--- config.mk ---
export PLATFORM = sky130hd
export DESIGN_NAME = raster_dispatcher
export DESIGN_NICKNAME = d
export VERILOG_FILES = /design/src/rtl/raster_dispatcher.sv
export SDC_FILE = /design/constraint.sdc
export NUM_CORES = 1
export LEC_CHECK = 0
export CORE_ASPECT_RATIO = 0.75
export CORE_UTILIZATION = 43
export CTS_BUF_LIST = sky130_fd_sc_hd__clkbuf_8
export CTS_CLUSTER_DIAMETER = 80
export DETAILED_ROUTE_END_ITERATION = 6
export PLACE_DENSITY = 0.68
export SETUP_SLACK_MARGIN = 0.05
export SYNTH_ARGS = -nofsm -noshare
export SYNTH_HDL_FRONTEND = slang
export SYNTH_SLANG_ARGS = --single-unit
--- constraint.sdc ---
create_clock -name clk -period 6.1 [get_ports clk]
set_input_delay 1.525 -clock clk [delete_from_list [all_inputs] [get_ports clk]]
set_output_delay 1.525 -clock clk [all_outputs]
set_load 0.005 [all_outputs]
--- src/rtl/raster_dispatcher.sv ---
// raster_dispatcher: triangle scheduler in front of the rasterizer core.
// Queues triangle_setup_t records in a small FIFO, presents the head record
// to the rasterizer for the whole rasterization, pulses start, waits for done,
// retires the entry and discards invalid / empty-bbox triangles unissued.
// Ports:
//   clk, rst            clock, synchronous active-high reset
//   s_tri/s_valid/s_ready  triangle input from setup stage
//   flush               drop queued, not-yet-issued triangles
//   r_tri/r_start/r_done   rasterizer interface (r_tri = FIFO head)
//   r_frag_valid/ready  monitored fragment handshake
//   idle, q_level       status
//   tri_count, frag_count, skip_count, protocol_err  statistics

package raster_dispatcher_pkg;
    localparam int unsigned COORD_W = 12;
    localparam int unsigned ATTR_W  = 32;

    typedef struct packed {
        logic               valid;
        logic [COORD_W-1:0] min_x;
        logic [COORD_W-1:0] max_x;
        logic [COORD_W-1:0] min_y;
        logic [COORD_W-1:0] max_y;
        logic [ATTR_W-1:0]  attr;
    } triangle_setup_t;
endpackage

module raster_dispatcher
    import raster_dispatcher_pkg::*;
#(
    parameter int unsigned FIFO_DEPTH = 4,
    parameter int unsigned CNT_W      = 32
) (
    input  logic                          clk,
    input  logic                          rst,
    input  triangle_setup_t               s_tri,
    input  logic                          s_valid,
    output logic                          s_ready,
    input  logic                          flush,
    output triangle_setup_t               r_tri,
    output logic                          r_start,
    input  logic                          r_done,
    input  logic                          r_frag_valid,
    input  logic                          r_frag_ready,
    output logic                          idle,
    output logic [$clog2(FIFO_DEPTH):0]   q_level,
    output logic [CNT_W-1:0]              tri_count,
    output logic [CNT_W-1:0]              frag_count,
    output logic [15:0]                   skip_count,
    output logic                          protocol_err
);
    localparam int unsigned PTR_W = $clog2(FIFO_DEPTH);
    localparam int unsigned LVL_W = PTR_W + 1;

    typedef enum logic [1:0] {
        IDLE      = 2'd0,
        ISSUE     = 2'd1,
        WAIT_DONE = 2'd2,
        RETIRE    = 2'd3
    } state_t;

    state_t          state;
    triangle_setup_t mem [FIFO_DEPTH];
    logic [PTR_W-1:0] rd_ptr;
    logic [PTR_W-1:0] wr_ptr;
    logic [LVL_W-1:0] level;

    logic full;
    logic empty;
    logic push;
    logic head_bad;
    logic skip;
    logic retire;
    logic pop;

    // FIFO status and handshake decode
    assign full    = (level == LVL_W'(FIFO_DEPTH));
    assign empty   = (level == '0);
    assign s_ready = !full && !flush;
    assign push    = s_valid && s_ready;
    assign r_tri   = mem[rd_ptr];
    assign q_level = level;
    assign idle    = empty && (state == IDLE);

    // Head is discarded if not valid or its bounding box is empty
    assign head_bad = !r_tri.valid || (r_tri.min_x > r_tri.max_x) ||
                      (r_tri.min_y > r_tri.max_y);
    // A flush in IDLE empties the queue, so it pre-empts the skip
    assign skip     = (state == IDLE) && !empty && head_bad && !flush;
    assign retire   = (state == RETIRE);
    assign pop      = skip || retire;

    // Controller, FIFO pointers and statistics
    always_ff @(posedge clk) begin
        if (rst) begin
            state        <= IDLE;
            rd_ptr       <= '0;
            wr_ptr       <= '0;
            level        <= '0;
            r_start      <= 1'b0;
            tri_count    <= '0;
            frag_count   <= '0;
            skip_count   <= '0;
            protocol_err <= 1'b0;
            for (int unsigned i = 0; i < FIFO_DEPTH; i++) begin
                mem[PTR_W'(i)] <= '0;
            end
        end else begin
            r_start <= 1'b0;

            case (state)
                IDLE: begin
                    if (!empty && !head_bad && !flush) begin
                        state   <= ISSUE;
                        r_start <= 1'b1;
                    end
                end
                ISSUE:     state <= WAIT_DONE;
                WAIT_DONE: if (r_done) state <= RETIRE;
                RETIRE:    state <= IDLE;
                default:   state <= IDLE;
            endcase

            if (r_done && (state != WAIT_DONE)) begin
                protocol_err <= 1'b1;
            end

            if (skip && (skip_count != 16'hFFFF)) begin
                skip_count <= skip_count + 16'd1;
            end

            if (retire) begin
                tri_count <= tri_count + CNT_W'(1);
            end

            if (r_frag_valid && r_frag_ready) begin
                frag_count <= frag_count + CNT_W'(1);
            end

            if (push) begin
                mem[wr_ptr] <= s_tri;
            end

            // Flush keeps only the in-flight head; push is blocked meanwhile
            if (flush) begin
                case (state)
                    IDLE: begin
                        rd_ptr <= wr_ptr;
                        level  <= '0;
                    end
                    RETIRE: begin
                        rd_ptr <= rd_ptr + PTR_W'(1);
                        wr_ptr <= rd_ptr + PTR_W'(1);
                        level  <= '0;
                    end
                    default: begin
                        wr_ptr <= rd_ptr + PTR_W'(1);
                        level  <= LVL_W'(1);
                    end
                endcase
            end else begin
                if (push) wr_ptr <= wr_ptr + PTR_W'(1);
                if (pop)  rd_ptr <= rd_ptr + PTR_W'(1);
                level <= level + LVL_W'(push) - LVL_W'(pop);
            end
        end
    end

endmodule

# Yosys cells after proc, flatten, opt, wreduce, memory -nomap -nowiden
# Memories as Yosys holds them, arrays and structs flattened. A register that Yosys moved wholly into a read port is not among the register bits.
# Cells that the tools add are included.
op_classes:
  add_sub_neg: 7
  reduce_logical: 29
  n_mux: 22
  eq_ne: 10
  n_lt_le_gt_ge: 2
  bitwise: 1
ops:
  columns: ["operator", "n"]
  rows:
  - ["81-bit 2-to-1 mux", 1]
  - ["81-bit OR reduction", 1]
  - ["32-bit by 1-bit adder with 32-bit output (second input constant)", 2]
  - ["12-bit greater-than comparator", 2]
  - ["2-bit 2-to-1 mux", 10]
  - ["16-bit by 1-bit adder with 16-bit output (second input constant)", 1]
  - ["16-bit != test (second input constant)", 1]
  - ["1-bit logical AND", 11]
  - ["1-bit 2-to-1 mux", 8]
  - ["2-bit one-hot mux with 4 select lines", 1]
  - ["2-bit != test (second input constant)", 3]
  - ["2-bit AND reduction", 3]
  - ["1-bit logical NOT", 5]
  - ["2-bit by 1-bit adder with 2-bit output (second input constant)", 2]
  - ["2-bit equality test (second input constant)", 2]
  - ["2-bit one-hot mux with 2 select lines", 1]
  - ["2-bit nonzero test", 2]
  - ["2-bit OR reduction", 2]
  - ["3-bit by 1-bit adder with 3-bit output", 1]
  - ["3-bit equality test (second input constant)", 1]
  - ["3-bit logical NOT", 1]
  - ["1-bit logical OR", 3]
  - ["3-bit 2-to-1 mux", 1]
  - ["3-bit by 1-bit != test with 1-bit output (second input constant)", 1]
  - ["5 further kinds", 5]
word_totals:
  memories: 1
  word_cells: 81
  mem_bits_rw: 324
  inputBits: 88
  reg_bits: 91
  out_inout_bits: 168
mem_list:
  columns: ["memory", "words", "word_bits", "rd", "rd_ports_with_merged_regs", "write_ports", "line", "rtl"]
  rows:
  - ["mem", 4, 81, 1, 1, 4, "63", "triangle_setup_t mem [FIFO_DEPTH];"]

# Depth between registers and ports, before layout
# Gate-level depths: netlist of the first run.
logic_depth:
  ltp_word: 10
  ltp_mapped: 18
  ltp_nobuf: 15

# Worst setup path before layout of the first run
# OpenSTA, ideal clock, no wires.
synth_path:
  path_type: "input port to flip-flop"
  startpoint: "input flush"
  endpoint: "memory mem[2][0] (netlist name), enable pin"
  arrival_time_ns: 5.731
  n_path_buf: 0
  stages: 3
  required_time_ns: 5.563
  slack_ns: -0.168
  setup_time_ns: 0.537
  cell_sequence: "a21oi_1 > nand2_1 > o21bai_1"
synth_rtl:
  columns: ["item", "line", "rtl"]
  rows:
  - ["start, declared", "39", "input logic flush,"]
  - ["end, declared", "63", null]

==> results of run 1 <==
-- through the flow --
step / power, uW / util / hold WS (ns) / instances
5_1_grt: 7752 / 0.5469 / 0.5229 / 2323
3_3_place_gp: 5313 / 0.5188 / 0.4554 / 2206
4_1_cts: 7503 / 0.5469 / 0.4802 / 2322
2_1_floorplan: 4476 / - / 0.4604 / 1450
6_report: 7406 / 0.5469 / 0.4726 / 2323
3_5_place_dp: 5343 / 0.5188 / 0.4660 / 2206
-- cell usage in the layout, fill, tap and decap left out, types with 16 or more instances in the layout --
master	count
nor2_1	326
edfxtp_1	324
clkdlybuf4s50_1	254
inv_1	141
nand2_1	112
dfxtp_1	91
mux4_2	81
clkbuf_8	69
xor2_1	38
a21oi_1	34
nand3_1	32
ha_1	32
nand4_1	22
o21ai_0	17
clkinv_1	17
and3_1	16
xnor2_1	16
-- area by class of cell --
class	count	area (um2)
Inverter	120	450.4
Clock buffer	69	949.7
Tap cell	561	701.9
Timing Repair Buffer	268	2708
Fill cell	3472	18680
Multi-Input combinational cell	840	5938
Clock inverter	47	206.4
Antenna cell	1	2.502
Sequential cell	417	11600
-- worst min-delay path by stage --
| stage | from | endpoint | slack, ns |
|---|---|---|---|
| CTS | protocol_err | protocol_err | 0.48 |
| finish | protocol_err | protocol_err | 0.47 |
| global route | protocol_err | protocol_err | 0.52 |
| global placement | protocol_err | protocol_err | 0.46 |
| detailed placement | protocol_err | protocol_err | 0.47 |
| floorplan | protocol_err | protocol_err | 0.46 |
-- registers in the layout, summed over array words and instances (netlist names), named ones only --
name / count
tri_count: 32
q_level: 3
state: 2
rd_ptr: 2
r_start: 1
mem: 324
skip_count: 16
wr_ptr: 2
protocol_err: 1
frag_count: 32
-- layer usage --
metal,part of all wire,GRT usage,vias up
met2,0.50,0.3527,347
met1,0.41,0.2671,5940
met3,0.068,0.04519,77
met4,0.024,0.06974,0
met5,0,0,-
li1,-,-,5669
-- cell families (layout without fill, tap and decap cells) --
| logic type | Yosys count | in the layout | synth area share |
|---|---|---|---|
| compound gates | 86 | 86 | 0.02935 |
| xor+xnor | 54 | 54 | 0.02598 |
| fa+ha+maj | 33 | 33 | 0.02310 |
| buf+inv | 193 | 504 | 0.04104 |
| flops | 417 | 417 | 0.6368 |
| mux | 89 | 89 | 0.1050 |
| other cells | 0 | 1 | 0 |
| simple gates | 578 | 578 | 0.1387 |
-- power groups by stage --
stage,clock network (uW),registers [uW],logic [uW]
final,2150,3410,1850
after global routing,2310,3440,2000
after CTS,2210,3420,1880
after detailed placement,0,3480,1870
after global placement,0,3470,1840
after floorplan,0,3400,1080
-- Yosys cell counts, drive strengths merged, types with 3 or more instances --
master / instances / area [um2]
ha: 32 / 400.4
nand2b: 4 / 25.02
o31ai: 7 / 52.55
edfxtp: 324 / 9729
nand3: 32 / 160.2
inv: 120 / 450.4
o21a: 3 / 22.52
nand2: 113 / 424.2
dfxtp: 93 / 1862
and2: 4 / 25.02
mux4: 81 / 1824
o21bai: 4 / 30.03
or3: 13 / 81.33
and3: 16 / 100.1
nor2: 327 / 1227
or4: 6 / 45.04
mux2i: 3 / 30.03
a21oi: 34 / 170.2
a31oi: 5 / 31.28
nor2b: 9 / 56.30
xor2: 38 / 332.8
xnor2: 16 / 140.1
nand4: 22 / 137.6
buf: 16 / 82.58
o21ai: 18 / 90.08
nor3: 13 / 65.06
clkbuf: 57 / 214.0
mux2: 5 / 56.30
a211o: 3 / 26.28
nor4: 6 / 68.82
and4: 7 / 61.31
-- tightest hold or removal path: stages, from the launching register on --
cell and delay [ns]:
dfxtp_1 0.33, a21oi_1 0.04, nor2_1 0.07
==> metrics.cfg, run 1 <==
[outcome]
run_status = finished clean

[sta]
worst_margin_slew_ns = 1.176
max_freq_mhz = 202.9
final.period_utilization = 0.8079
clock_skew_ns = 0.02351
post-route-min-period_ns = 4.928
slew_viol_final = 0
final_count_of_hold_timing_violations = 0
rsz_0062_raised_after_global_routing = false
slew_headroom = 0.2161
fin_tns_setup_ns = 0
postLayoutSetupSlackWorst_ns = 1.172
report.final.setup_viol = 0

[cells_and_area]
area_growth_syn_to_layout_pct = 23.92
drive_gt1_frac = 0.1090
finish.net_count = 1836
stdcell_area_um2 = 22560

[floorplan]
std_cell_rows = 64
die_height_um = 180.2
core_region_area_um2 = 41240
start_util = 0.4414
dieArea_um2 = 43160
die_width_um = 239.6
io-pin-count = 256

[routing]
via_per_inst = 5.180
post-route-drc-count = 0
drt-total-wl_mm = 44.32
via_count = 12030
detail_route.iter0.violations = 882
wl_per_cell_um = 19.08
dr.pass1.iters = 5
drt.antenna.violating_nets = 0

[critical_path]
crit_path_start_kind = flip-flop
path_max_fanout = 35
worst_path_dominant_cell_family = compound AO/OA/AOI/OAI gates
endpoint = q_level[2]
critPathCaptureType = flip-flop
reg2regPathDepth = 14
cpMaxStageDelayCell = dfxtp_4
timing.reg2reg.setup_slack_ns = 1.17
timing.setup.critical_path_class = reg2reg
critical_path_depth = 14
worstPathArrival_ns = 5.36
critPathBufInv = 1
worstPathRequired_ns = 6.53
crit-reg2reg-capture = q_level[2]
max_stage_delay_ns = 0.83
critical_path.most_common_cell = ha_1
critical_path_cell_sequence = mux4_2 -> ha_1 -> a211o_1 -> a21oi_1 -> o211ai_1 -> o21ai_1 -> a31o_4 -> nand2b_1 -> ha_1 -> inv_1 -> ha_1 -> fa_1 -> xnor2_1 -> nor3_1

[placed_design]
gp_congestion = 0.7936
placed_cell_area_um2 = 21400
detailedPlace.worstSlack_ns = 1.127
post-dp-hpwl_mm = 26.91
io_buffers = 255

[clock_tree]
tritoncts_num_sinks = 417
postCtsSetupBuffers = 0
clk_path_buf_depth = 3
clkLatencyLatePin_ns = 0.60
clock_tree.htree_level_count = 3
clkTransAtPathRegs_ns = 0.06
numCtsBuffers = 68
tritoncts_clock_tree = built
postCtsResizedCells = 0
cts_root_buffer = clkbuf_8
cts.hold.buffers_added = 0

[synthesis]
ys.flop_type = edfxtp_1
ys_seq_area_frac = 0.6368
syn-cell-area_um2 = 18200
syn-num-nets = 1571
synth_enable_flop_cells = 324
syn-mean-instance-area_um2 = 12.55
synth_cells = 1450
postSynthRegisterBits = 417
synthesis.yosys.warnings = 0
synthArstFlopShare = 0
yosys.cell_types.count = 51

[power]
power.clock.fraction = 0.290
pwr_density_cell_nw_per_um2 = 328.4
comb_power_share = 0.250
p_leak_uw = 0.008490
internal_power_uw = 5221
worst_ir_drop_vdd_v = 0.0001919
p_sw_uw = 2186
power_frac_seq = 0.461
switching_share = 0.2951

[global_routing]
grt_remaining_overflow = 0
grt_pass1_wl_mm = 69.31
number_of_antenna_violations_at_the_first_check_in_global_routing = 1
grt_start_max_net_pins = 92
grt_pass1_vias = 12320
gr-usage-all-layers = 0.2092

[flow_run]
max_cap_viol_count = 0

[min_path]
min_path_cells = 2
worst_hold_path_type = reg2reg

Note: power is estimated with default switching activity, not from simulation.
==> inputs of run 2 (changes only) <==
--- a/config.mk
+++ b/config.mk
@@ -10,7 +10,7 @@
 export CTS_BUF_LIST = sky130_fd_sc_hd__clkbuf_8
 export CTS_CLUSTER_DIAMETER = 80
 export DETAILED_ROUTE_END_ITERATION = 6
-export PLACE_DENSITY = 0.68
+export PLACE_DENSITY = 0.65
 export SETUP_SLACK_MARGIN = 0.05
 export SYNTH_ARGS = -nofsm -noshare
 export SYNTH_HDL_FRONTEND = slang
==> constraint.sdc (replaced) <==
create_clock -name clk -period 5.1 [get_ports clk]
set_input_delay 1.275 -clock clk [delete_from_list [all_inputs] [get_ports clk]]
set_output_delay 1.275 -clock clk [all_outputs]
set_load 0.005 [all_outputs]
==> metrics.cfg, run 2 (synthesis gave the netlist of run 1 again) <==
[routing]
via_per_inst = 5.178
wl_per_cell_um = 19.31
drt.antenna.violating_nets = 0
post-route-drc-count = 0
detail_route.iter0.violations = 728
drt-total-wl_mm = 45.12
dr.pass1.iters = 5
via_count = 12100

[floorplan]
die_height_um = 180.2
std_cell_rows = 64
io-pin-count = 256
dieArea_um2 = 43160
core_region_area_um2 = 41240
start_util = 0.4414
die_width_um = 239.6

[sta]
slew_viol_final = 0
slew_headroom = 0.2541
worst_margin_slew_ns = 1.119
report.final.setup_viol = 0
final.period_utilization = 0.8783
max_freq_mhz = 223.2
post-route-min-period_ns = 4.479
clock_skew_ns = 0.02941
rsz_0062_raised_after_global_routing = false
fin_worst_hold_slack_ns = 0.4707
final_count_of_hold_timing_violations = 0

[clock_tree]
tritoncts_num_sinks = 417
cts_root_buffer = clkbuf_8
clkLatencyLatePin_ns = 0.62
clkTransAtPathRegs_ns = 0.06
postCtsSetupBuffers = 0
clk_path_buf_depth = 3
postCtsResizedCells = 0
cts.hold.buffers_added = 0
clock_tree.htree_level_count = 3
numCtsBuffers = 68
tritoncts_clock_tree = built

[power]
worst_ir_drop_vdd_v = 0.0002695
p_leak_uw = 0.008625
pwr_density_cell_nw_per_um2 = 402.3
fin_total_pwr_uw = 9155

[global_routing]
grt_start_max_net_pins = 84
grt_remaining_overflow = 0
number_of_antenna_violations_at_the_first_check_in_global_routing = 1
gr-usage-all-layers = 0.2109
grt_pass1_wl_mm = 69.99
grt_pass1_vias = 12280

[critical_path]
critical_path.most_common_cell = ha_1
worst_path_dominant_cell_family = compound AO/OA/AOI/OAI gates
timing.setup.critical_path_class = reg2reg
critPathCaptureType = flip-flop
critical_path_cell_sequence = buf_4 -> mux4_2 -> inv_1 -> ha_1 -> nor2b_1 -> o211ai_1 -> a21oi_1 -> o21ai_1 -> a31o_4 -> nand2b_1 -> ha_1 -> inv_1 -> ha_1 -> fa_1 -> xnor2_1 -> nor3_1
worstPathRequired_ns = 5.60
crit_path_start_kind = flip-flop
path_max_fanout = 22
cpMaxStageDelayCell = dfxtp_4
worstPathArrival_ns = 4.98
max_stage_delay_ns = 0.66
critPathBufInv = 3

[cells_and_area]
finish.net_count = 1843
layout_common_cells = 326 x nor2_1, 324 x edfxtp_1, 254 x clkdlybuf4s50_1
final_cells = 2337
final_common_cell = nor2_1
number_of_flip_flops_under_the_largest_register_name = 324
area_growth_syn_to_layout_pct = 25.02
layout.filler_cells = 3462
max_flop_register = mem
drive_gt1_frac = 0.1189
top_regs = mem: 324 flops, frag_count: 32 flops, tri_count: 32 flops

[outcome]
run_status = finished clean

[placed_design]
dp.cells = 2213
gp_congestion = 0.7850
io_buffers = 255
post-dp-hpwl_mm = 27.72

[min_path]
worst_hold_path_type = reg2reg

[flow_run]
max_cap_viol_count = 0

==> run 2: cell types whose count changed in the layout (fill, tap and decap cells not counted) <==
cell,change
bufinv_16,+3
clkinv_2,+7
clkinvlp_4,-1
buf_4,+6
inv_1,+4
clkinv_1,-9
clkbuf_8,+1
buf_12,+1
inv_8,+2
==> run 2: layout make-up <==
cell class	count	area (um2)	share of cell area
antenna	1	2.502	0.0001100
multi-input combinational	840	5938	0.2610
clock inverter	53	327.8	0.01441
tap	561	701.9	0.03085
timing repair buffer	275	2773	0.1218
clock buffer	70	963.4	0.04234
sequential	417	11600	0.5097
inverter	120	450.4	0.01979
==> run 2: metal layers <==
layer	share of wire	vias up	global-route usage
li1	-	5675	-
met1	0.44	5993	0.2815
met2	0.47	354	0.3397
met3	0.063	80	0.04703
met4	0.027	0	0.07179
met5	0	-	0
==> run 2: power by group <==
| group | internal [uW] | switching, uW |
|---|---|---|
| registers | 3920 | 133 |
| clock network | 1450 | 1370 |
| logic | 1080 | 1200 |
| total | 6450 | 2710 |
==> run 2: tightest hold or removal path, stage by stage (launching register included) <==
cell and delay [ns]:
dfxtp_1 0.32, a21oi_1 0.05, nor2_1 0.07
==> run 2: path summary, 6_finish.rpt <==
path           startpoint           end  slack, ns  cells past startpoint
max             flip-flop    q_level[2]       0.62                     16
min          protocol_err  protocol_err       0.47                      2
max reg2reg     flip-flop    q_level[2]       0.62                     16
min reg2reg  protocol_err  protocol_err       0.47                      2
==> run 2: stage by stage <==
step                      setup WS (ns)  utilization  setup TNS, ns  area (um2)
after floorplan                 -0.9182            -        -223.12       18200
after global placement           0.7008       0.5204              0       21460
after detailed placement         0.6160       0.5204              0       21460
after CTS                        0.5929       0.5517              0       22750
after global routing             0.3401       0.5518              0       22760
final                            0.6206       0.5518              0       22760
